`config.mk`:
```
export PLATFORM = sky130hd
export DESIGN_NAME = dualrail_scan_driver
export DESIGN_NICKNAME = d
export VERILOG_FILES = /design/src/rtl/dualrail_scan_driver.sv
export SDC_FILE = /design/constraint.sdc
export NUM_CORES = 1
export LEC_CHECK = 0
export CAP_MARGIN = 20
export CORE_MARGIN = 8
export CORE_UTILIZATION = 40
export CTS_BUF_LIST = sky130_fd_sc_hd__clkbuf_2 sky130_fd_sc_hd__clkbuf_4 sky130_fd_sc_hd__clkbuf_8
export DETAILED_ROUTE_END_ITERATION = 10
export SLEW_MARGIN = 15
export SYNTH_ARGS = -nofsm -noshare
export SYNTH_HDL_FRONTEND = slang
export SYNTH_SLANG_ARGS = --single-unit
```
`constraint.sdc`:
```
create_clock -name clk -period 6.4 [get_ports clk]
set_clock_uncertainty 0.15 [all_clocks]
set_input_delay 1.28 -clock clk [delete_from_list [all_inputs] [get_ports clk]]
set_output_delay 1.28 -clock clk [all_outputs]
set_load 0.05 [all_outputs]
```
`src/rtl/dualrail_scan_driver.sv`:
```
// Synchronous driver for a dual-rail four-phase scan flop: serialises a pattern through
// return-to-zero req/ack handshakes and gathers the dual-rail q responses into a word.
module dualrail_scan_driver #(
    parameter int N_BITS  = 8,
    parameter int TIMEOUT = 255
) (
    input  logic              clk,
    input  logic              rst_n,
    input  logic              start,
    input  logic              src_sel,
    input  logic [N_BITS-1:0] pat,
    input  logic [N_BITS-1:0] pat_vld,
    output logic              in1_0,
    output logic              in1_1,
    output logic              in2_0,
    output logic              in2_1,
    output logic              sel0,
    output logic              sel1,
    output logic              req,
    input  logic              ack,
    input  logic              q0,
    input  logic              q1,
    output logic [N_BITS-1:0] result,
    output logic              busy,
    output logic              done,
    output logic              to_err,
    output logic              enc_err
);
    localparam int               IDX_W    = (N_BITS > 1) ? $clog2(N_BITS) : 1;
    localparam logic [IDX_W-1:0] IDX_LAST = IDX_W'(N_BITS - 1);
    localparam logic [15:0]      CNT_LAST = 16'(TIMEOUT - 1);

    typedef enum logic [3:0] {
        IDLE    = 4'd0,
        SETUP   = 4'd1,
        REQ     = 4'd2,
        WAIT_HI = 4'd3,
        REL     = 4'd4,
        WAIT_LO = 4'd5,
        SPACER  = 4'd6,
        DONE    = 4'd7,
        ERR     = 4'd8
    } state_t;

    // A dual-rail codeword is valid data only when exactly one rail is high.
    function automatic logic dr_legal(input logic r0, input logic r1);
        return r0 ^ r1;
    endfunction

    state_t            state_r, state_nxt_s;
    logic [IDX_W-1:0]  idx_r, idx_nxt_s;
    logic [15:0]       cnt_r, cnt_nxt_s;
    logic [N_BITS-1:0] pat_r, pat_nxt_s, vld_r, vld_nxt_s, result_nxt_s;
    logic              src_r, src_nxt_s, to_err_nxt_s, enc_err_nxt_s;
    logic [2:0]        sync1_r, sync2_r;
    logic              ack_s, q0_s, q1_s;
    logic              drive_s, bit_vld_s, bit_dat_s, rail1_s, rail0_s, busy_nxt_s, done_nxt_s;

    // Two-flop synchronisers for the self-timed ack and q rails.
    always_ff @(posedge clk or negedge rst_n) begin
        if (!rst_n) begin
            sync1_r <= 3'b000;
            sync2_r <= 3'b000;
        end else begin
            sync1_r <= {ack, q1, q0};
            sync2_r <= sync1_r;
        end
    end

    assign {ack_s, q1_s, q0_s} = sync2_r;

    // Next-state, capture, result and error computation; outputs decode the next state.
    always_comb begin
        state_nxt_s   = state_r;
        idx_nxt_s     = idx_r;
        cnt_nxt_s     = cnt_r;
        pat_nxt_s     = pat_r;
        vld_nxt_s     = vld_r;
        src_nxt_s     = src_r;
        result_nxt_s  = result;
        to_err_nxt_s  = to_err;
        enc_err_nxt_s = enc_err;
        case (state_r)
            IDLE: begin
                if (start) begin
                    state_nxt_s   = SETUP;
                    pat_nxt_s     = pat;
                    vld_nxt_s     = pat_vld;
                    src_nxt_s     = src_sel;
                    idx_nxt_s     = '0;
                    result_nxt_s  = '0;
                    to_err_nxt_s  = 1'b0;
                    enc_err_nxt_s = 1'b0;
                end else begin
                    state_nxt_s = IDLE;
                end
            end
            SETUP: state_nxt_s = REQ;
            REQ: begin
                state_nxt_s = WAIT_HI;
                cnt_nxt_s   = 16'd0;
            end
            WAIT_HI: begin
                if (ack_s) begin
                    state_nxt_s = REL;
                    if (dr_legal(q0_s, q1_s)) begin
                        result_nxt_s[idx_r] = q1_s;
                    end else begin
                        result_nxt_s[idx_r] = 1'b0;
                        enc_err_nxt_s       = 1'b1;
                    end
                end else if (cnt_r == CNT_LAST) begin
                    state_nxt_s  = ERR;
                    to_err_nxt_s = 1'b1;
                end else begin
                    cnt_nxt_s = cnt_r + 16'd1;
                end
            end
            REL: begin
                state_nxt_s = WAIT_LO;
                cnt_nxt_s   = 16'd0;
            end
            WAIT_LO: begin
                if (!ack_s && !q0_s && !q1_s) begin
                    state_nxt_s = SPACER;
                end else if (cnt_r == CNT_LAST) begin
                    state_nxt_s  = ERR;
                    to_err_nxt_s = 1'b1;
                end else begin
                    cnt_nxt_s = cnt_r + 16'd1;
                end
            end
            SPACER: begin
                if (idx_r == IDX_LAST) begin
                    state_nxt_s = DONE;
                end else begin
                    state_nxt_s = SETUP;
                    idx_nxt_s   = idx_r + {{(IDX_W-1){1'b0}}, 1'b1};
                end
            end
            DONE:    state_nxt_s = IDLE;
            ERR:     state_nxt_s = IDLE;
            default: state_nxt_s = IDLE;
        endcase

        drive_s    = state_nxt_s inside {SETUP, REQ, WAIT_HI, REL, WAIT_LO};
        busy_nxt_s = state_nxt_s inside {SETUP, REQ, WAIT_HI, REL, WAIT_LO, SPACER};
        done_nxt_s = state_nxt_s inside {DONE, ERR};
        bit_vld_s  = vld_nxt_s[idx_nxt_s];
        bit_dat_s  = pat_nxt_s[idx_nxt_s];
        rail1_s    = drive_s & bit_vld_s & bit_dat_s;
        rail0_s    = drive_s & bit_vld_s & ~bit_dat_s;
    end

    // State, captured pattern and all registered outputs.
    always_ff @(posedge clk or negedge rst_n) begin
        if (!rst_n) begin
            state_r <= IDLE;
            idx_r   <= '0;
            cnt_r   <= 16'd0;
            pat_r   <= '0;
            vld_r   <= '0;
            src_r   <= 1'b0;
            in1_0   <= 1'b0;
            in1_1   <= 1'b0;
            in2_0   <= 1'b0;
            in2_1   <= 1'b0;
            sel0    <= 1'b0;
            sel1    <= 1'b0;
            req     <= 1'b0;
            result  <= '0;
            busy    <= 1'b0;
            done    <= 1'b0;
            to_err  <= 1'b0;
            enc_err <= 1'b0;
        end else begin
            state_r <= state_nxt_s;
            idx_r   <= idx_nxt_s;
            cnt_r   <= cnt_nxt_s;
            pat_r   <= pat_nxt_s;
            vld_r   <= vld_nxt_s;
            src_r   <= src_nxt_s;
            in1_0   <= rail0_s & ~src_nxt_s;
            in1_1   <= rail1_s & ~src_nxt_s;
            in2_0   <= rail0_s & src_nxt_s;
            in2_1   <= rail1_s & src_nxt_s;
            sel0    <= drive_s & ~src_nxt_s;
            sel1    <= drive_s & src_nxt_s;
            req     <= (state_nxt_s == REQ) || (state_nxt_s == WAIT_HI);
            result  <= result_nxt_s;
            busy    <= busy_nxt_s;
            done    <= done_nxt_s;
            to_err  <= to_err_nxt_s;
            enc_err <= enc_err_nxt_s;
        end
    end
endmodule

```
==> Word level (Yosys, flattened, before mapping) <==
Index checks and enable logic that the tools add are counted.
W data, S select, Z words.
{ "totals": {"out_inout_bits": 19, "register_bits": 65} }
{ "classes": {"bitwise_logic": 14, "muxes": 38, "n_reduce_logical": 19, "n_eq_ne": 21, "n_lt_le_gt_ge": 3, "n_addsub": 2} }
{ "ops": {"columns": ["cell", "count"], "rows": [
  ["$mux W8", 7],
  ["$mux W16", 3],
  ["$pmux W16 S3", 1],
  ["$eq A4 B3 Y1 const B", 7],
  ["$pmux W4 S7", 1],
  ["$add A16 B1 Y16 const B", 1],
  ["$eq A16 B8 Y1 const B", 1],
  ["$eq A4 B2 Y1 const B", 4],
  ["$pmux W8 S2", 1],
  ["$mux W1", 12],
  ["$mux W4", 3],
  ["$ne A2 B2 Y1 const B", 5],
  ["$and A1 B1 Y1", 9],
  ["$mux W3", 3],
  ["$and A8 B8 Y8", 1],
  ["$bwmux W8", 1],
  ["$eq A4 B1 Y1 const B", 2],
  ["$lt A3 B4 Y1 const B", 2],
  ["$not A8 Y8", 1],
  ["$reduce_and A4 Y1", 2],
  ["$bmux W1 S3", 2],
  ["$pmux W3 S2", 1],
  ["$reduce_and A3 Y1", 2],
  ["$reduce_bool A3 Y1", 2],
  ["other kinds (17)", 23]
]} }

==> Depth between registers and ports, before layout <==
Gate-level depths: netlist (run 1).
{ "logic_depth": {"depth_word": 10, "depth_mapped": 10, "mapped_depth_nobuf": 9} }

==> Worst setup path before layout (run 1) <==
OpenSTA, ideal clock, no wires.
{ "synth_timing": {"kind": "in2reg", "startpoint": "in start", "endpoint": "reg in1_0", "setup_time_ps": 86, "arrival_time_ps": 2546, "stages": 7, "n_path_buf": 2, "required_time_ps": 6164, "path_slack_ps": 3618, "path_cell_list": "nand2_4 buf_6 buf_6 a221o_1 nand3b_1 a31o_2 nor3_1"} }
{ "synth_via": {"elab_chain_cells": 7} }
{ "synth_rtl": {"columns": ["element", "line_no", "text"], "rows": [
  ["from (decl)", "9", "input logic start,"],
  ["$mux W3 *", "85", "if (start) begin"],
  ["$pmux W3 S2 *", "83", "case (state_r)"],
  ["net idx_nxt_s[1]", "51", "logic [IDX_W-1:0] idx_r, idx_nxt_s;"],
  ["$bmux W1 S3 (on tied branches)", "149, 150", null],
  ["$mux W1 (on tied branches)", "149, 150", null],
  ["$and A1 B1 Y1 or $not A1 Y1 (tied branches)", "152", "rail0_s = drive_s & bit_vld_s & ~bit_dat_s;"],
  ["$and A1 B1 Y1 *", "152", null],
  ["$and A1 B1 Y1 *", "183", "in1_0 <= rail0_s & ~src_nxt_s;"],
  ["to (signal assigned)", "183", null],
  ["to (decl)", "13", "output logic in1_0,"]
]} }
Mark *: on every way through the listed nets, which the timed path passes. The rest lies on a longest branch. The select of a mux whose other input is x is not followed.
A chain may end at the register's enable or synchronous reset.

==> Worst setup path after layout (run 1) <==
{ "layout_timing": {"startpoint": "in start", "endpoint": "reg in2_0"} }
{ "layout_via": {"elab_chain_cells": 7} }
{ "layout_rtl": {"columns": ["element", "line_no", "text"], "rows": [
  ["$mux W1, or another cell as far along", "85", null],
  ["$pmux W4 S7, or another cell as far along", "83", null],
  ["$eq A4 B1 Y1, or another cell as far along", "146", "drive_s = state_nxt_s inside {SETUP, REQ, WAIT_HI, REL, WAIT_LO};"],
  ["$reduce_bool A5 Y1, or another cell as far along", "146", null],
  ["$and A1 B1 Y1 or $not A1 Y1 (tied branches)", "152", null],
  ["$and A1 B1 Y1", "152", null],
  ["$and A1 B1 Y1 *", "185", "in2_0 <= rail0_s & src_nxt_s;"],
  ["to (signal assigned)", "185", null],
  ["to (decl)", "15", "output logic in2_0,"]
]} }
Every way passes the cells marked *; elsewhere a longest branch is shown, timed or not. The select of a mux whose other input is x is not followed.

==> run summary, run 1 <==
===========================================================================================
Run status ................................................................... complete, no violations
Number of gates resized after CTS ............................................            0
Drt first pass iters .........................................................            4
Final net count ..............................................................          354
Number of synthesized flops with an enable pin ...............................            0
CTS hold repair buffers ......................................................            0
Reg-to-reg slack, setup ......................................................      3.43 ns
Max-cap violations ...........................................................            0
Worst hold stages ............................................................            0
Netlist area before placement ................................................    3110 um^2
Final number of max-transition violations ....................................            0
Logic depth of the worst register-to-register path ...........................            7
Part of the total power dissipated in combinational logic ....................        42.7%
Type of the most critical hold path ..........................................   reg -> reg
Routed WL per cell ...........................................................      15.2 um
Initial core utilization .....................................................        40.6%
Final TNS setup ..............................................................         0 ns
Critical R2R Capture ......................................................... cnt_r[12]$_DFFE_PN0P_
Sequential cell fraction of total power ......................................        38.2%
Final worst slack ............................................................      3.07 ns
Root buffer cell ............................................................. sky130_fd_sc_hd__clkbuf_8
Maximum number of pins on one net before global-route repair .................           66
Area of the core region ......................................................    7650 um^2
GRT Total Usage ..............................................................        12.9%
Total vias in the final route ................................................        2,278
Clock Power Share ............................................................        19.1%
TritonCTS clock tree .........................................................        built
Global-route wire length before repair .......................................    11,300 um
Launch point of the worst hold path .......................................... sync1_r[1]$_DFF_PN0_
Number of nets with antenna violations after detailed routing ................            0
Critical path startpoint category ............................................    input pin
Leakage power summed over all cells ..........................................   0.00155 uW
Synth cell types .............................................................           59
Post-CTS setup repair buffer count ...........................................            0
Total congestion overflow ....................................................            0
Fraction of layout cells with a size suffix above 1 ..........................        14.7%
Worst endpoint data arrival time .............................................      3.43 ns
Worst reg2reg startpoint ..................................................... state_r[1]$_DFF_PN0_
Number of design-rule violations left by the first detailed-router iteration .          186
Element type at the critical path end ........................................    flip-flop
Number of H-tree branching levels ............................................            3
Clock insertion delay at the later pin of the skew report ....................      0.34 ns
Die area .....................................................................  10,800 um^2
Number of clock sinks seen by CTS ............................................           65
Cell count after synthesis ...................................................          286
Transition time at the pin with the least slew margin ........................     0.951 ns
Total power after layout .....................................................      1560 uW
Flops & latches, synth .......................................................           65
Async set-reset flop share out of synthesis ..................................         100%
Max transition margin ........................................................        36.2%
WS Path Type .................................................................    in -> reg
Max frequency ................................................................      300 MHz
Worst hold slack across all endpoints ........................................     0.201 ns
Dominant register cell in the synthesized netlist ............................ sky130_fd_sc_hd__dfrtp_1
Number of top-level design ports .............................................           42
Initial antenna violation count ..............................................            0
Synthesis warning total ......................................................            0
Worst slack at placement .....................................................      2.72 ns
Final routed DRC violation total .............................................            0
Internal power component .....................................................       944 uW
Number of endpoints failing setup at the final stage .........................            0
Total nets after synthesis ...................................................          312
Most frequent standard cell in the layout excluding fill and tap cells ....... sky130_fd_sc_hd__dfrtp_1
Post-DP HPWL .................................................................      4720 um
Part of the cycle the worst path needs .......................................        52.0%
Final routed wirelength across all metal layers ..............................      6610 um
Cells after DPL ..............................................................          419
Port Buffers .................................................................           41
Maximum fanout count along the critical path .................................           25
CTS Buf Count ................................................................            9
Unrepaired setup endpoints after global routing ..............................        false
Final cell count without fillers .............................................          435
Num rows .....................................................................           32
Total power density per cell area ............................................  416 nW/um^2
Vias in the first global route ...............................................        2,227
Worst Hold End ............................................................... sync2_r[1]$_DFF_PN0_
Diodes inserted ..............................................................            0
Die extent in y ..............................................................       104 um
Number of vias per cell ......................................................         5.24
Endpoint required time on the critical path ..................................      6.50 ns
Minimum clock period after layout ............................................      3.33 ns
Width of the die .............................................................       104 um
Power dissipated by switching net loads ......................................       616 uW
Leading cell types in the layout, fill and taps excluded ..................... 65 x sky130_fd_sc_hd__dfrtp_1, 40 x sky130_fd_sc_hd__clkdlybuf4s50_1, 24 x sky130_fd_sc_hd__o21ai_0
Max clock buf depth ..........................................................            2
Final estimated routing congestion in global placement .......................        0.798
Synth-to-layout area growth ..................................................        20.8%
Clock slew at the register clock pins of the worst setup and hold paths ......      0.07 ns
Sequential cell area fraction in the yosys report ............................        52.3%
Max IR drop VDD ..............................................................     0.266 mV
Switching Fraction ...........................................................        39.5%
Number of hold violations in the final report ................................            0
Synthesized area per cell ....................................................    10.9 um^2
===========================================================================================
final cells by class:
cell class,count,area (um^2)
clock buffer,9,124
clock inverter,7,47.5
fill,720,3890
inverter,10,37.5
multi-input combinational,200,1380
sequential,65,1630
tap,102,128
timing repair buffer,42,413
cells in the mapped netlist, types with 4 or more instances:
library cell               count  area share (%)
sky130_fd_sc_hd__a21oi_1      16             2.6
sky130_fd_sc_hd__nand3_1       5            0.81
sky130_fd_sc_hd__nor2_1       20             2.4
sky130_fd_sc_hd__buf_2         4            0.64
sky130_fd_sc_hd__or3_1         8             1.6
sky130_fd_sc_hd__mux2_2       19             6.9
sky130_fd_sc_hd__and2_1        4            0.81
sky130_fd_sc_hd__clkbuf_1      4            0.48
sky130_fd_sc_hd__mux2i_1       4             1.3
sky130_fd_sc_hd__o21ai_0      24             3.9
sky130_fd_sc_hd__a31oi_1       4            0.81
sky130_fd_sc_hd__dfrtp_1      65              52
sky130_fd_sc_hd__nor3_1        9             1.4
sky130_fd_sc_hd__nand4_1       4            0.81
sky130_fd_sc_hd__nand2_1      17             2.1
sky130_fd_sc_hd__inv_1        10             1.2
sky130_fd_sc_hd__xnor2_1       6             1.7
how the worst max path moves through the flow:
stage | slack (ns) | end | cells after the start | startpoint
floorplan | 3.62 | in1_0$_DFF_PN0_ | 7 | start
global placement | 2.79 | in2_0$_DFF_PN0_ | 7 | start
detailed placement | 2.72 | in2_0$_DFF_PN0_ | 7 | start
CTS | 3.07 | in2_0$_DFF_PN0_ | 7 | start
global route | 2.98 | in2_0$_DFF_PN0_ | 7 | start
finish | 3.07 | in2_0$_DFF_PN0_ | 7 | start
cell families after synthesis:
kind of cell             share of synthesized area (%)
multiplexers                                      9.02
flip-flops                                        52.3
buffers and inverters                             3.30
AND/OR/NAND/NOR                                   17.8
adder cells (fa/ha/maj)                           1.21
XOR/XNOR                                          2.54
AO/OA/AOI/OAI                                     13.8
metal layers:
layer,wire length [um],global-route usage [%],up-vias
li1,-,-,1127
met3,363,4.96,2
met5,0,0,-
met1,3310,18.2,1097
met4,42,4.65,0
met2,2900,17.3,52
sequential cells by signal, indices dropped and copies added (netlist names), 3 cells and up:
signal / flops
cnt_r: 16
state_r: 4
vld_r: 8
sync2_r: 3
sync1_r: 3
idx_r: 3
result: 8
pat_r: 8
critical path, stage by stage:
cell	delay, ns
sky130_fd_sc_hd__clkdlybuf4s50_1	0.50
sky130_fd_sc_hd__nand2_4	0.30
sky130_fd_sc_hd__a31o_2	0.37
sky130_fd_sc_hd__mux2_2	0.37
sky130_fd_sc_hd__a22o_1	0.26
sky130_fd_sc_hd__a21o_1	0.17
sky130_fd_sc_hd__nor3_1	0.16
power groups by stage:
stage | Sequential, uW | Clock, uW | Combinational [uW]
4_1_cts | 597 | 311 | 672
3_3_place_gp | 603 | 0 | 661
5_1_grt | 613 | 331 | 733
2_1_floorplan | 656 | 0 | 461
6_report | 597 | 298 | 666
3_5_place_dp | 603 | 0 | 668
per-stage QoR:
stage	instance area, um^2	util (%)
after global routing	3750	49.1
after CTS	3750	49.1
after floorplan	3110	-
after detailed placement	3580	46.9
after global placement	3580	46.9
final	3750	49.1
Note: power is estimated with default switching activity, not from simulation.
==> inputs of run 2 (changes only) <==
Clock period 6.4 ns to 3.35 ns, I/O delays scaled along.
==> run summary, run 2 (same netlist as run 1, synthesis figures left out) <==
===========================================================================================
Final routed DRC violation total .............................................            0   unchanged
Number of gates resized after CTS ............................................            0   unchanged
Cells after DPL ..............................................................          420   was 419
Global-route wire length before repair .......................................    11,500 um   was 11,300 um
Number of nets with antenna violations after detailed routing ................            0   unchanged
Transition time at the pin with the least slew margin ........................     0.820 ns   was 0.951 ns
Clock insertion delay at the later pin of the skew report ....................      0.34 ns   about the same
Post-DP HPWL .................................................................      4600 um   was 4720 um
Leading cell types in the layout, fill and taps excluded ..................... 65 x sky130_fd_sc_hd__dfrtp_1, 40 x sky130_fd_sc_hd__clkdlybuf4s50_1, 24 x sky130_fd_sc_hd__o21ai_0   unchanged
Maximum cell stage delay along the critical path .............................      0.60 ns   was 0.50 ns
GRT Total Usage ..............................................................        12.9%   about the same
Maximum fanout count along the critical path .................................            4   was 25
Die area .....................................................................  10,800 um^2   unchanged
Diodes inserted ..............................................................            0   unchanged
Worst hold slack across all endpoints ........................................     0.199 ns   was 0.201 ns
Total power after layout .....................................................      3090 uW   was 1560 uW
Endpoint required time on the critical path ..................................      3.41 ns   was 6.50 ns
Final cell count without fillers .............................................          436   was 435
Num rows .....................................................................           32   unchanged
Final net count ..............................................................          355   was 354
Number of H-tree branching levels ............................................            3   unchanged
Most frequent cell on the critical path ...................................... sky130_fd_sc_hd__nor3_1
Critical path startpoint category ............................................    flip-flop   was input pin
Clock slew at the register clock pins of the worst setup and hold paths ......      0.07 ns   about the same
Max frequency ................................................................      355 MHz
WS Path Type .................................................................   reg -> reg   was in -> reg
Minimum clock period after layout ............................................      2.82 ns
Initial antenna violation count ..............................................            0   unchanged
Final worst slack ............................................................     0.530 ns   was 3.07 ns
Vias in the first global route ...............................................        2,340   was 2,227
Post-CTS setup repair buffer count ...........................................            0   unchanged
Total power density per cell area ............................................  814 nW/um^2   was 416 nW/um^2
Largest reg by FF count ......................................................        cnt_r   unchanged
Fraction of layout cells with a size suffix above 1 ..........................        15.0%   was 14.7%
Number of hold violations in the final report ................................            0   unchanged
Initial core utilization .....................................................        40.6%   unchanged
Width of the die .............................................................       104 um   unchanged
Final routed wirelength across all metal layers ..............................      6580 um   was 6610 um
Root buffer cell ............................................................. sky130_fd_sc_hd__clkbuf_8   unchanged
Flip-flop count of the largest register after layout .........................           16   unchanged
Synth-to-layout area growth ..................................................        22.0%   was 20.8%
Number of clock sinks seen by CTS ............................................           65   unchanged
Routed WL per cell ...........................................................      15.1 um   was 15.2 um
Number of top-level design ports .............................................           42   unchanged
Drt first pass iters .........................................................            4   unchanged
Max IR drop VDD ..............................................................     0.537 mV   was 0.266 mV
Max-cap violations ...........................................................            0   unchanged
TritonCTS clock tree .........................................................        built   unchanged
Worst path slowest cell ...................................................... sky130_fd_sc_hd__or4_1   was sky130_fd_sc_hd__clkdlybuf4s50_1
Type of the most critical hold path ..........................................   reg -> reg   unchanged
CTS hold repair buffers ......................................................            0   unchanged
Unrepaired setup endpoints after global routing ..............................        false   unchanged
Maximum number of pins on one net before global-route repair .................           66   unchanged
Area of the core region ......................................................    7650 um^2   unchanged
CTS Buf Count ................................................................            9   unchanged
Most frequent standard cell in the layout excluding fill and tap cells ....... sky130_fd_sc_hd__dfrtp_1   unchanged
Cell chain of the critical path .............................................. or4_1 -> nor4_1 -> a22oi_1 -> nor3_1 -> a21o_1 -> a31o_2 -> nor3_1   was clkdlybuf4s50_1 -> nand2_4 -> a31o_2 -> mux2_2 -> a22o_1 -> a21o_1 -> nor3_1
Die extent in y ..............................................................       104 um   unchanged
Total congestion overflow ....................................................            0   unchanged
Final TNS setup ..............................................................         0 ns   unchanged
Logic depth of the worst register-to-register path ...........................            7   unchanged
Number of endpoints failing setup at the final stage .........................            0   unchanged
Run status ................................................................... complete, no violations   unchanged
Part of the cycle the worst path needs .......................................        84.2%
Element type at the critical path end ........................................    flip-flop   unchanged
Leakage power summed over all cells ..........................................   0.00157 uW   was 0.00155 uW
Worst slack at placement .....................................................     0.300 ns   was 2.72 ns
Number of design-rule violations left by the first detailed-router iteration .          110   was 186
Worst endpoint data arrival time .............................................      2.88 ns   was 3.43 ns
Port Buffers .................................................................           41   unchanged
Max transition margin ........................................................        45.4%   was 36.2%
Number of vias per cell ......................................................         5.25   was 5.24
Final estimated routing congestion in global placement .......................        0.828   was 0.798
Final number of max-transition violations ....................................            0   unchanged
Worst hold stages ............................................................            0   unchanged
Max clock buf depth ..........................................................            2   unchanged
Fill count ...................................................................          692   was 720
Total vias in the final route ................................................        2,287   was 2,278
===========================================================================================
[run 2: changes by cell type in the layout (fill, tap and decap cells not counted)]
cell / before / now
sky130_fd_sc_hd__clkinv_2: 3 / 2
sky130_fd_sc_hd__clkbuf_8: 9 / 10
sky130_fd_sc_hd__bufinv_16: 0 / 1
sky130_fd_sc_hd__clkinv_4: 2 / 0
sky130_fd_sc_hd__buf_4: 1 / 2
sky130_fd_sc_hd__clkbuf_4: 0 / 1
[run 2: metrics by stage]
| stage | area (um^2) | utilization, % |
|---|---|---|
| detailed placement | 3590 | 47.0 |
| global placement | 3590 | 47.0 |
| finish | 3790 | 49.6 |
| floorplan | 3110 | - |
| CTS | 3790 | 49.6 |
| global route | 3790 | 49.6 |
[run 2: worst max-delay path, delay by kind of cell, from the launching register on]
family,cells,cell delay [ns]
AOI/OAI and AO/OA,3,0.61
and+or+nand+nor,4,1.52
DFF,1,0.42
[run 2: area by class of cell]
| class | count | area [um^2] | area share, % |
|---|---|---|---|
| Inverter | 10 | 37.5 | 0.990 |
| Sequential cell | 65 | 1630 | 42.9 |
| Clock buffer | 11 | 145 | 3.83 |
| Clock inverter | 5 | 55.1 | 1.45 |
| Tap cell | 102 | 128 | 3.37 |
| Multi-Input combinational cell | 200 | 1380 | 36.4 |
| Timing Repair Buffer | 43 | 420 | 11.1 |
[run 2: where the power goes]
part	internal, uW	switching [uW]	total, uW
logic	563	719	1280
clock network	370	297	666
registers	987	151	1140
total	1920	1170	3090
[run 2: final timing paths]
check	startpoint	end	slack [ns]
min in group asynchronous	rst_n	cnt_r[14]$_DFFE_PN0P_	0.37
hold reg to reg	sync1_r[0]$_DFF_PN0_	sync2_r[0]$_DFF_PN0_	0.20
max in group asynchronous	rst_n	cnt_r[1]$_DFFE_PN0P_	2.15
setup reg to reg	cnt_r[12]$_DFFE_PN0P_	in2_1$_DFF_PN0_	0.53
setup / recovery	cnt_r[12]$_DFFE_PN0P_	in2_1$_DFF_PN0_	0.53
hold / removal	sync1_r[0]$_DFF_PN0_	sync2_r[0]$_DFF_PN0_	0.20
[run 2: routing by layer]
layer,vias up,routed length [um],global-route usage (%)
met2,37,2810,18.6
met4,0,123,6.20
met1,1114,3330,17.2
met5,-,0,0
li1,1126,-,-
met3,10,311,4.09
==> inputs of run 3 (changes only) <==
Clock period 3.35 ns to 2.5 ns, I/O delays scaled along.
==> run summary, run 3 (same netlist as run 1, synthesis figures left out) <==
===========================================================================================
Synth-to-layout area growth ..................................................        36.2%   was 22.0%
Final Cell Area ..............................................................    4230 um^2   was 3790 um^2
Width of the die .............................................................       104 um   unchanged
Max frequency ................................................................      410 MHz   was 355 MHz
Final number of max-transition violations ....................................            0   unchanged
Vias in the first global route ...............................................        2,498   was 2,340
Maximum fanout count along the critical path .................................            7   was 4
Die extent in y ..............................................................       104 um   unchanged
Element type at the critical path end ........................................    flip-flop   unchanged
Cells after DPL ..............................................................          457   was 420
Type of the most critical hold path ..........................................  in -> async   was reg -> reg
Port Buffers .................................................................           41   unchanged
Clock slew at the register clock pins of the worst setup and hold paths ......      0.07 ns   about the same
Total congestion overflow ....................................................            0   unchanged
Reg-to-reg slack, setup ......................................................      0.06 ns   was 0.53 ns
Total power density per cell area ............................................ 1110 nW/um^2   was 814 nW/um^2
Number of design-rule violations left by the first detailed-router iteration .          103   was 110
Maximum number of pins on one net before global-route repair .................           66   unchanged
Most frequent cell on the critical path ...................................... sky130_fd_sc_hd__buf_6   was sky130_fd_sc_hd__nor3_1
Die area .....................................................................  10,800 um^2   unchanged
Initial core utilization .....................................................        40.6%   unchanged
Area used by multi-input combinational logic .................................    1500 um^2   was 1380 um^2
Number of top-level design ports .............................................           42   unchanged
Run status ................................................................... complete, no violations   unchanged
Flip-flop count of the largest register after layout .........................           16   unchanged
GRT Total Usage ..............................................................        13.9%   was 12.9%
Final routed DRC violation total .............................................            0   unchanged
Combined flip-flop and latch cell area .......................................    1630 um^2   unchanged
Maximum cell stage delay along the critical path .............................      0.42 ns   was 0.60 ns
Number of endpoints failing setup at the final stage .........................            0   unchanged
Endpoint required time on the critical path ..................................      2.62 ns   was 3.41 ns
Final cell count without fillers .............................................          477   was 436
Leading cell types in the layout, fill and taps excluded ..................... 65 x sky130_fd_sc_hd__dfrtp_1, 40 x sky130_fd_sc_hd__clkdlybuf4s50_1, 39 x sky130_fd_sc_hd__buf_4   was 65 x sky130_fd_sc_hd__dfrtp_1, 40 x sky130_fd_sc_hd__clkdlybuf4s50_1, 24 x sky130_fd_sc_hd__o21ai_0
Max transition margin ........................................................        65.7%   was 45.4%
Number of vias per cell ......................................................         5.13   was 5.25
Placement-stage cell area ....................................................    3880 um^2   was 3590 um^2
Number of H-tree branching levels ............................................            3   unchanged
Fraction of layout cells with a size suffix above 1 ..........................        28.0%   was 15.0%
Post-layout utilization of the core ..........................................        55.4%   was 49.6%
Leakage power summed over all cells ..........................................   0.00180 uW   was 0.00157 uW
Max clock buf depth ..........................................................            2   unchanged
Area of the core region ......................................................    7650 um^2   unchanged
Part of the cycle the worst path needs .......................................        97.5%   was 84.2%
CTS Buf Count ................................................................            9   unchanged
Diodes inserted ..............................................................            0   unchanged
Number of hold violations in the final report ................................            0   unchanged
Num rows .....................................................................           32   unchanged
Post-DP HPWL .................................................................      5150 um   was 4600 um
Critical path startpoint category ............................................    flip-flop   unchanged
Worst reg2reg startpoint ..................................................... state_r[2]$_DFF_PN0_   was cnt_r[12]$_DFFE_PN0P_
Transition time at the pin with the least slew margin ........................     0.513 ns   was 0.820 ns
Worst endpoint data arrival time .............................................      2.55 ns   was 2.88 ns
Largest reg by FF count ......................................................        cnt_r   unchanged
Final routed wirelength across all metal layers ..............................      7340 um   was 6580 um
Minimum clock period after layout ............................................      2.44 ns   was 2.82 ns
Total vias in the final route ................................................        2,448   was 2,287
Clock insertion delay at the later pin of the skew report ....................      0.34 ns   about the same
Initial antenna violation count ..............................................            0   unchanged
Worst path slowest cell ...................................................... sky130_fd_sc_hd__dfrtp_1   was sky130_fd_sc_hd__or4_1
Final net count ..............................................................          397   was 355
Drt first pass iters .........................................................            5   was 4
Root buffer cell ............................................................. sky130_fd_sc_hd__clkbuf_8   unchanged
Fill count ...................................................................          675   was 692
WS Path Type .................................................................   reg -> reg   unchanged
Max IR drop VDD ..............................................................     0.735 mV   was 0.537 mV
Worst hold slack across all endpoints ........................................   0.00615 ns   was 0.199 ns
Number of nets with antenna violations after detailed routing ................            0   unchanged
Most frequent standard cell in the layout excluding fill and tap cells ....... sky130_fd_sc_hd__dfrtp_1   unchanged
Routed WL per cell ...........................................................      15.4 um   was 15.1 um
Unrepaired setup endpoints after global routing ..............................         true   was false
Worst setup startpoint ....................................................... state_r[2]$_DFF_PN0_   was cnt_r[12]$_DFFE_PN0P_
Final estimated routing congestion in global placement .......................        0.830   was 0.828
Number of clock sinks seen by CTS ............................................           65   unchanged
TritonCTS clock tree .........................................................        built   unchanged
Global-route wire length before repair .......................................    12,300 um   was 11,500 um
Cell chain of the critical path .............................................. buf_6 -> nor4_4 -> buf_6 -> nand2_8 -> mux2_4 -> mux2_2 -> a22o_1 -> a21o_1 -> nor3_2   was or4_1 -> nor4_1 -> a22oi_1 -> nor3_1 -> a21o_1 -> a31o_2 -> nor3_1
Max-cap violations ...........................................................            0   unchanged
===========================================================================================
## run 3: worst paths after layout
path                                        end  cells past startpoint
max                             in1_0$_DFF_PN0_                      9
min in group clk           sync2_r[2]$_DFF_PN0_                      0
max reg2reg                     in1_0$_DFF_PN0_                      9
min reg2reg                sync2_r[2]$_DFF_PN0_                      0
min                          pat_r[2]$_DFF_PN0_                      2
max in group asynchronous       in1_1$_DFF_PN0_                      2
## run 3: timing repair
item                       in CTS  in global routing
gates cloned                    0                  1
pin swaps                       0                  7
resized for setup               2                 21
hold buffers                    0                  0
setup buffers                   0                  4
setup endpoints to repair       1                  7
## run 3: layer usage
| layer | track usage [%] | vias up | part of all wire (%) | routed length (um) |
|---|---|---|---|---|
| li1 | - | 1218 | - | - |
| met1 | 18.7 | 1183 | 50 | 3660 |
| met2 | 20.0 | 45 | 45 | 3300 |
| met3 | 4.40 | 2 | 4.7 | 345 |
| met4 | 5.58 | 0 | 0.49 | 36 |
| met5 | 0 | - | 0 | 0 |
## run 3: area by class of cell
class	instances	share of cell area, %
sequential	65	38.4
clock buffer	9	2.93
clock inverter	6	1.66
tap	102	3.02
timing repair buffer	84	17.8
inverter	10	0.887
multi-input combinational	201	35.3
## run 3: power breakdown
| part | leakage (uW) | internal (uW) | total, uW | switching [uW] |
|---|---|---|---|---|
| Sequential | 0.000839 | 1320 | 1450 | 128 |
| Combinational | 0.000872 | 1120 | 2370 | 1250 |
| Clock | 0.0000875 | 457 | 876 | 419 |
## run 3: stage by stage
step | TNS (ns) | worst slack (ns) | total power, uW
final | 0 | 0.0624 | 4700
after global routing | -0.130 | -0.0505 | 5020
after CTS | 0 | 0.00600 | 4480
after detailed placement | -0.507 | -0.139 | 3570
after global placement | -0.455 | -0.117 | 3550
after floorplan | 0 | 0.107 | 2860
## run 3: worst max-delay path: cells and delay by family, from the launching register on
kind / cells / cell delay [ns]
muxes: 2 / 0.58
and+or+nand+nor: 3 / 0.45
AOI/OAI and AO/OA: 2 / 0.45
DFF: 1 / 0.42
buffers and inverters: 2 / 0.31
==> RTL edit 1: new RTL, config.mk and constraints of run 3 <==
Set the parameter `TIMEOUT` to 127 (it was 255).
--- a/src/rtl/dualrail_scan_driver.sv
+++ b/src/rtl/dualrail_scan_driver.sv
@@ -4,3 +4,3 @@
     parameter int N_BITS  = 8,
-    parameter int TIMEOUT = 255
+    parameter int TIMEOUT = 127
 ) (
Formal check against the unedited RTL: no difference found for any inputs over 10 cycles, from zero or initial values and one cycle with rst_n low; that may be too few to reach the edited logic, so the function may still have changed.
==> RTL edit 1 against run 3 <==
- fmax decreased by 0.52%
- final area up 2.6%
- power rose by 2.9%
- final cell count up 5.7%
- setup slack got worse by 0.013 ns
- non-clock buffer count increased by 4
- sequential cell count did not move
- wire length increased by 4.0%
- synthesized area is 2.6% higher
- critical path type unchanged
==> RTL edit 1: results (changes against run 3) <==
| Metric | Value |
|---|---|
| Setup slack, reg-to-reg | `0.05 ns` |
| Crit path to | `cnt_r[11]` |
| Multiplexer share of the synthesized area | `0.04867 (-0.04151)` |
| Seq/Total Area, Yosys | `0.5102 (-0.01315)` |
| Initial antenna violation count | `0 (unchanged)` |
| Hold crit path type | `register to register` |
| Post-synthesis compound-gate area fraction | `0.1472 (+0.009091)` |
| Met2 Routed Length | `3.420 mm (+3.5%)` |
| Largest net degree at the start of global routing | `48 (-27%)` |
| Via Count | `2590 (+5.8%)` |
| Htree depth | `3 (unchanged)` |
| Syn Nets | `338 (+8.3%)` |
| Routing usage on met2 | `0.2046 (+0.004311)` |
| Routed wl met3 | `358 um (+3.8%)` |
| Met3 Use GR | `0.03715 (-0.006840)` |
| DR iter-0 viols | `96 (-6.8%)` |
| Met1 wire length | `3.749 mm (+2.5%)` |
| Adder-Cell Fraction of Synth Area | `0.01177 (-0.0003034)` |
| Total routed wirelength | `7.639 mm (+4.0%)` |
| WP data arrival | `2.57 ns (+0.02 ns)` |
| Max FO, Critical Path | `9 (+2)` |
| Post-DP Area | `3914 sq um (+0.84%)` |
| Net count, final | `423 (+6.5%)` |
| Sw Share | `0.3833 (+0.001031)` |
| DR pass1 iterations | `4 (-1)` |
| Average cell area after synthesis | `10.22 sq um (-6.0%)` |
| GRT Total Usage | `0.1393 (+0.0007049)` |
| Postcts setup bufs | `1 (+1)` |
| Reg2reg start | `state_r[1]` |
| VDD IR max | `585.3 uV (-20%)` |
| Final Non-Filler Cells | `504 (+5.7%)` |
| Fill cell count | `680 (+0.74%)` |
| Xor/xnor cell area share of the yosys netlist | `0.03022 (+0.004857)` |
| Share of layout cells above drive strength 1 | `0.2413 (-0.03871)` |
| Commonest cells post-synth | `dfrtp_1 (65), nand2_1 (45), nor2_1 (21), o21ai_0 (16)` |
| Detailed-placement wirelength estimate | `5.376 mm (+4.5%)` |
| FF-to-FF path depth | `7 (-2)` |
| GPL Wtd Cong | `0.8937 (+7.7%)` |
| CP peak stage delay | `0.43 ns` |
| Combinational Power Share | `0.491 (-0.014)` |
| Post-Place Cells | `479 (+4.8%)` |
| Crit-path leading delay family | `simple AND/OR/NAND/NOR gates` |
| Synth area leaders | `dfrtp_1 (51%), nand2_1 (5.3%), o21ai_0 (2.5%), nor2_1 (2.5%), a21oi_1 (2.4%)` |
| Cts repair resizes | `6 (+4)` |
| Global-route wire length before repair | `12.50 mm (+1.7%)` |
| Slowest-stage cell, CP | `or3b_4` |
| Number of distinct library cells after synthesis | `59 (unchanged)` |
| Max Used Layer | `met4` |
| Synthesis warning total | `0 (unchanged)` |
| Hold buffer count at CTS | `1 (+1)` |
| Met1 Use GR | `0.1835 (-0.003376)` |
| Leak pwr | `1.950 nW (+8.4%)` |
| Vias in the first global route | `2541 (+1.7%)` |
| Root Buffer | `clkbuf_8` |
| Slew HR | `0.6574 (about the same)` |
| Status | `finished clean` |
| WHS | `0.2020 ns (+0.1958 ns)` |
-- RTL edit 1: changes by cell type after synthesis, moves of 3 or more --
cell and change:
and3_1 +7, mux2_2 -14, nand2_1 +28, inv_1 +5, o21ai_1 +5, o21ai_0 -8, mux2i_1 +3, nand2b_1 -3
and4_1 +3, a31o_2 -3
-- RTL edit 1: final cells by class --
type                            instances  share of cell area
Multi-Input combinational cell        218              0.3507
Clock inverter                          6             0.02075
Sequential cell                        65              0.3746
Timing Repair Buffer                   88              0.1790
Tap cell                              102             0.02939
Inverter                               15             0.01383
Clock buffer                           10             0.03170
-- RTL edit 1: per-stage QoR --
step                      worst slack, ns  utilization  setup TNS (ns)
after global placement            -0.2129       0.5065         -0.7971
after floorplan                   0.01155            -               0
after CTS                       0.0003029       0.5413               0
after global routing             -0.03443       0.5619         -0.1101
final                             0.04964       0.5619               0
after detailed placement          -0.2660       0.5065          -1.173
==> RTL edit 2: new RTL, settings of run 3 <==
Made on the original files. Reset style: synchronous (`rst_n`), changed in 2 clocked blocks.
--- a/src/rtl/dualrail_scan_driver.sv
+++ b/src/rtl/dualrail_scan_driver.sv
@@ -59,3 +59,3 @@
     // Two-flop synchronisers for the self-timed ack and q rails.
-    always_ff @(posedge clk or negedge rst_n) begin
+    always_ff @(posedge clk) begin
         if (!rst_n) begin
@@ -155,3 +155,3 @@
     // State, captured pattern and all registered outputs.
-    always_ff @(posedge clk or negedge rst_n) begin
+    always_ff @(posedge clk) begin
         if (!rst_n) begin
Formal check against the unedited RTL: differs if rst_n is asserted again (counterexample within 4 cycles, from zero or initial values and one cycle with rst_n low); with rst_n held inactive, the same outputs for 10 cycles.
==> RTL edit 2 against run 3 <==
- the flow now finishes with violations (negative setup slack)
- via count up 16%
- final area up 0.80%
- wire length up 6.7%
- sequential cell count unchanged
- setup slack worse by 0.13 ns
- synthesized area up 2.6%
- utilization down 0.14 points
- critical endpoint is now sel0
- largest cell class is now multi-input gates
- highest routed layer unchanged
Power is not compared: it rests on default switching activity, and its combinational part moved more than twofold at a synthesized area within 25%.
==> RTL edit 2: results (changes against run 3) <==
| Metric | Value |
|---|---|
| Failing checks | `negative setup slack` |
| Total routed wirelength | `7.837 mm (+6.7%)` |
| VDD IR max | `433.5 uV` |
| Status | `finished with violations` |
| Number of distinct library cells after synthesis | `61 (+3.4%)` |
| Ys async rst share | `0 (-1.000)` |
| Final setup viols | `4 (+4)` |
| Final Worst Setup Slack | `-0.06928 ns (-0.1317 ns)` |
| # diodes | `0 (unchanged)` |
| Most flop-heavy register | `cnt_r` |
| Initial antenna violation count | `0 (unchanged)` |
| Via/cell ratio | `5.189 (+1.1%)` |
| DR pass1 iterations | `4 (-1)` |
| Final Non-Filler Cells | `546 (+14%)` |
| Max FO, Critical Path | `6 (-1)` |
| Detailed-placement wirelength estimate | `5.573 mm (+8.3%)` |
| GPL Wtd Cong | `0.8560 (+3.1%)` |
| TNS Setup | `-0.2005 ns (-0.2005 ns)` |
| Longest Clk Path Bufs | `2 (unchanged)` |
| Slew HR | `0.6617 (+0.004885)` |
| Syn Nets | `392 (+26%)` |
| Hold crit path type | `register to register` |
| Largest net degree at the start of global routing | `29 (-56%)` |
| WP data arrival | `2.65 ns (+0.10 ns)` |
| Net count, final | `466 (+17%)` |
| Commonest cells post-synth | `dfxtp_1 (65), nand2_1 (54), nor2_1 (37), a21boi_0 (23), and2_1 (13)` |
| Vias in the first global route | `2797 (+12%)` |
| Seq/Total Area, Yosys | `0.4080 (-0.1153)` |
| DR iter-0 viols | `165 (+60%)` |
| Post-DP Area | `3938 sq um (+1.5%)` |
| Main synth FF type | `dfxtp_1` |
| Synth area leaders | `dfxtp_1 (41%), nand2_1 (6.4%), a21boi_0 (5.4%), nor2_1 (4.4%), mux2i_1 (2.8%)` |
| Pre-CTS setup slack | `-0.3462 ns (-0.2070 ns)` |
| Global-route wire length before repair | `13.27 mm (+8.0%)` |
| Max reg flops | `16 (unchanged)` |
| Synthesized instance count | `366 (+28%)` |
| Fill cell count | `725 (+7.4%)` |
| Post-Place Cells | `527 (+15%)` |
| GRT Total Usage | `0.1426 (+0.004045)` |
| Share of layout cells above drive strength 1 | `0.1959 (-0.08405)` |
[RTL edit 2: cell count changes after synthesis, sizes merged, moves of 6 or more]
cell,delta
a21boi,+22
a21oi,-6
and2,+9
clkbuf,+8
dfrtp,-65
dfxtp,+65
mux2,-21
nand2,+36
nor2,+17
nor2b,+9
nor4,+6
o21ai,-13
[RTL edit 2: cells by family (layout without fill, tap and decap cells)]
kind of cell,count (synthesis),after routing,share of synthesized area
AND/OR/NAND/NOR,170,170,0.2938
AO/OA/AOI/OAI,74,74,0.1777
flip-flops,65,65,0.4080
buffers and inverters,30,108,0.03923
XOR/XNOR,15,15,0.04119
multiplexers,9,9,0.02825
adder cells (fa/ha/maj),3,3,0.01177
[RTL edit 2: area by class of cell]
class / count / area (sq um) / share of cell area
Clock buffer: 10 / 137.6 / 0.03226
Inverter: 10 / 37.54 / 0.008798
Clock inverter: 5 / 80.08 / 0.01877
Sequential cell: 65 / 1309 / 0.3067
Timing Repair Buffer: 83 / 753.2 / 0.1765
Tap cell: 102 / 127.6 / 0.02991
Multi-Input combinational cell: 271 / 1822 / 0.4270
[RTL edit 2: critical path, stage by stage, from the launching register on]
cell	delay [ns]
dfxtp_2	0.33
inv_2	0.06
ha_4	0.13
or4b_4	0.47
or4_4	0.47
a211oi_4	0.29
nand4_1	0.20
nand3_4	0.21
buf_6	0.12
nor2_1	0.03
[RTL edit 2: final timing paths]
| check | depth (start not counted) | slack, ns | startpoint | endpoint |
|---|---|---|---|---|
| setup / recovery | 9 | -0.07 | cnt_r[0] | sel0 |
| hold / removal | 1 | 0.28 | sync1_r[1] | sync2_r[1] |
| setup reg to reg | 9 | -0.07 | cnt_r[0] | sel0 |
| hold reg to reg | 1 | 0.28 | sync1_r[1] | sync2_r[1] |
[RTL edit 2: power groups by stage]
stage / combinational [mW] / sequential (mW) / clock [mW]
2_1_floorplan: 0.204 / 1.16 / 0
3_3_place_gp: 0.395 / 1.13 / 0
3_5_place_dp: 0.399 / 1.13 / 0
4_1_cts: 0.412 / 1.10 / 1.02
5_1_grt: 0.456 / 1.11 / 1.06
6_report: 0.417 / 1.11 / 0.985
[RTL edit 2: timing repair]
item | in CTS | in global routing
setup buffers | 2 | 4
setup endpoints to repair | 7 | 15
resized for setup | 14 | 9
hold endpoints to repair | 0 | 0
pin swaps | 3 | 8
[RTL edit 2: per-layer routing]
layer  global-route usage  vias to the layer above  routed length, um
li1                     -                     1434                  -
met1               0.1762                     1320               3666
met2               0.2329                       70               3685
met3              0.04080                        9                397
met4              0.04689                        0                 88
met5                    0                        -                  0
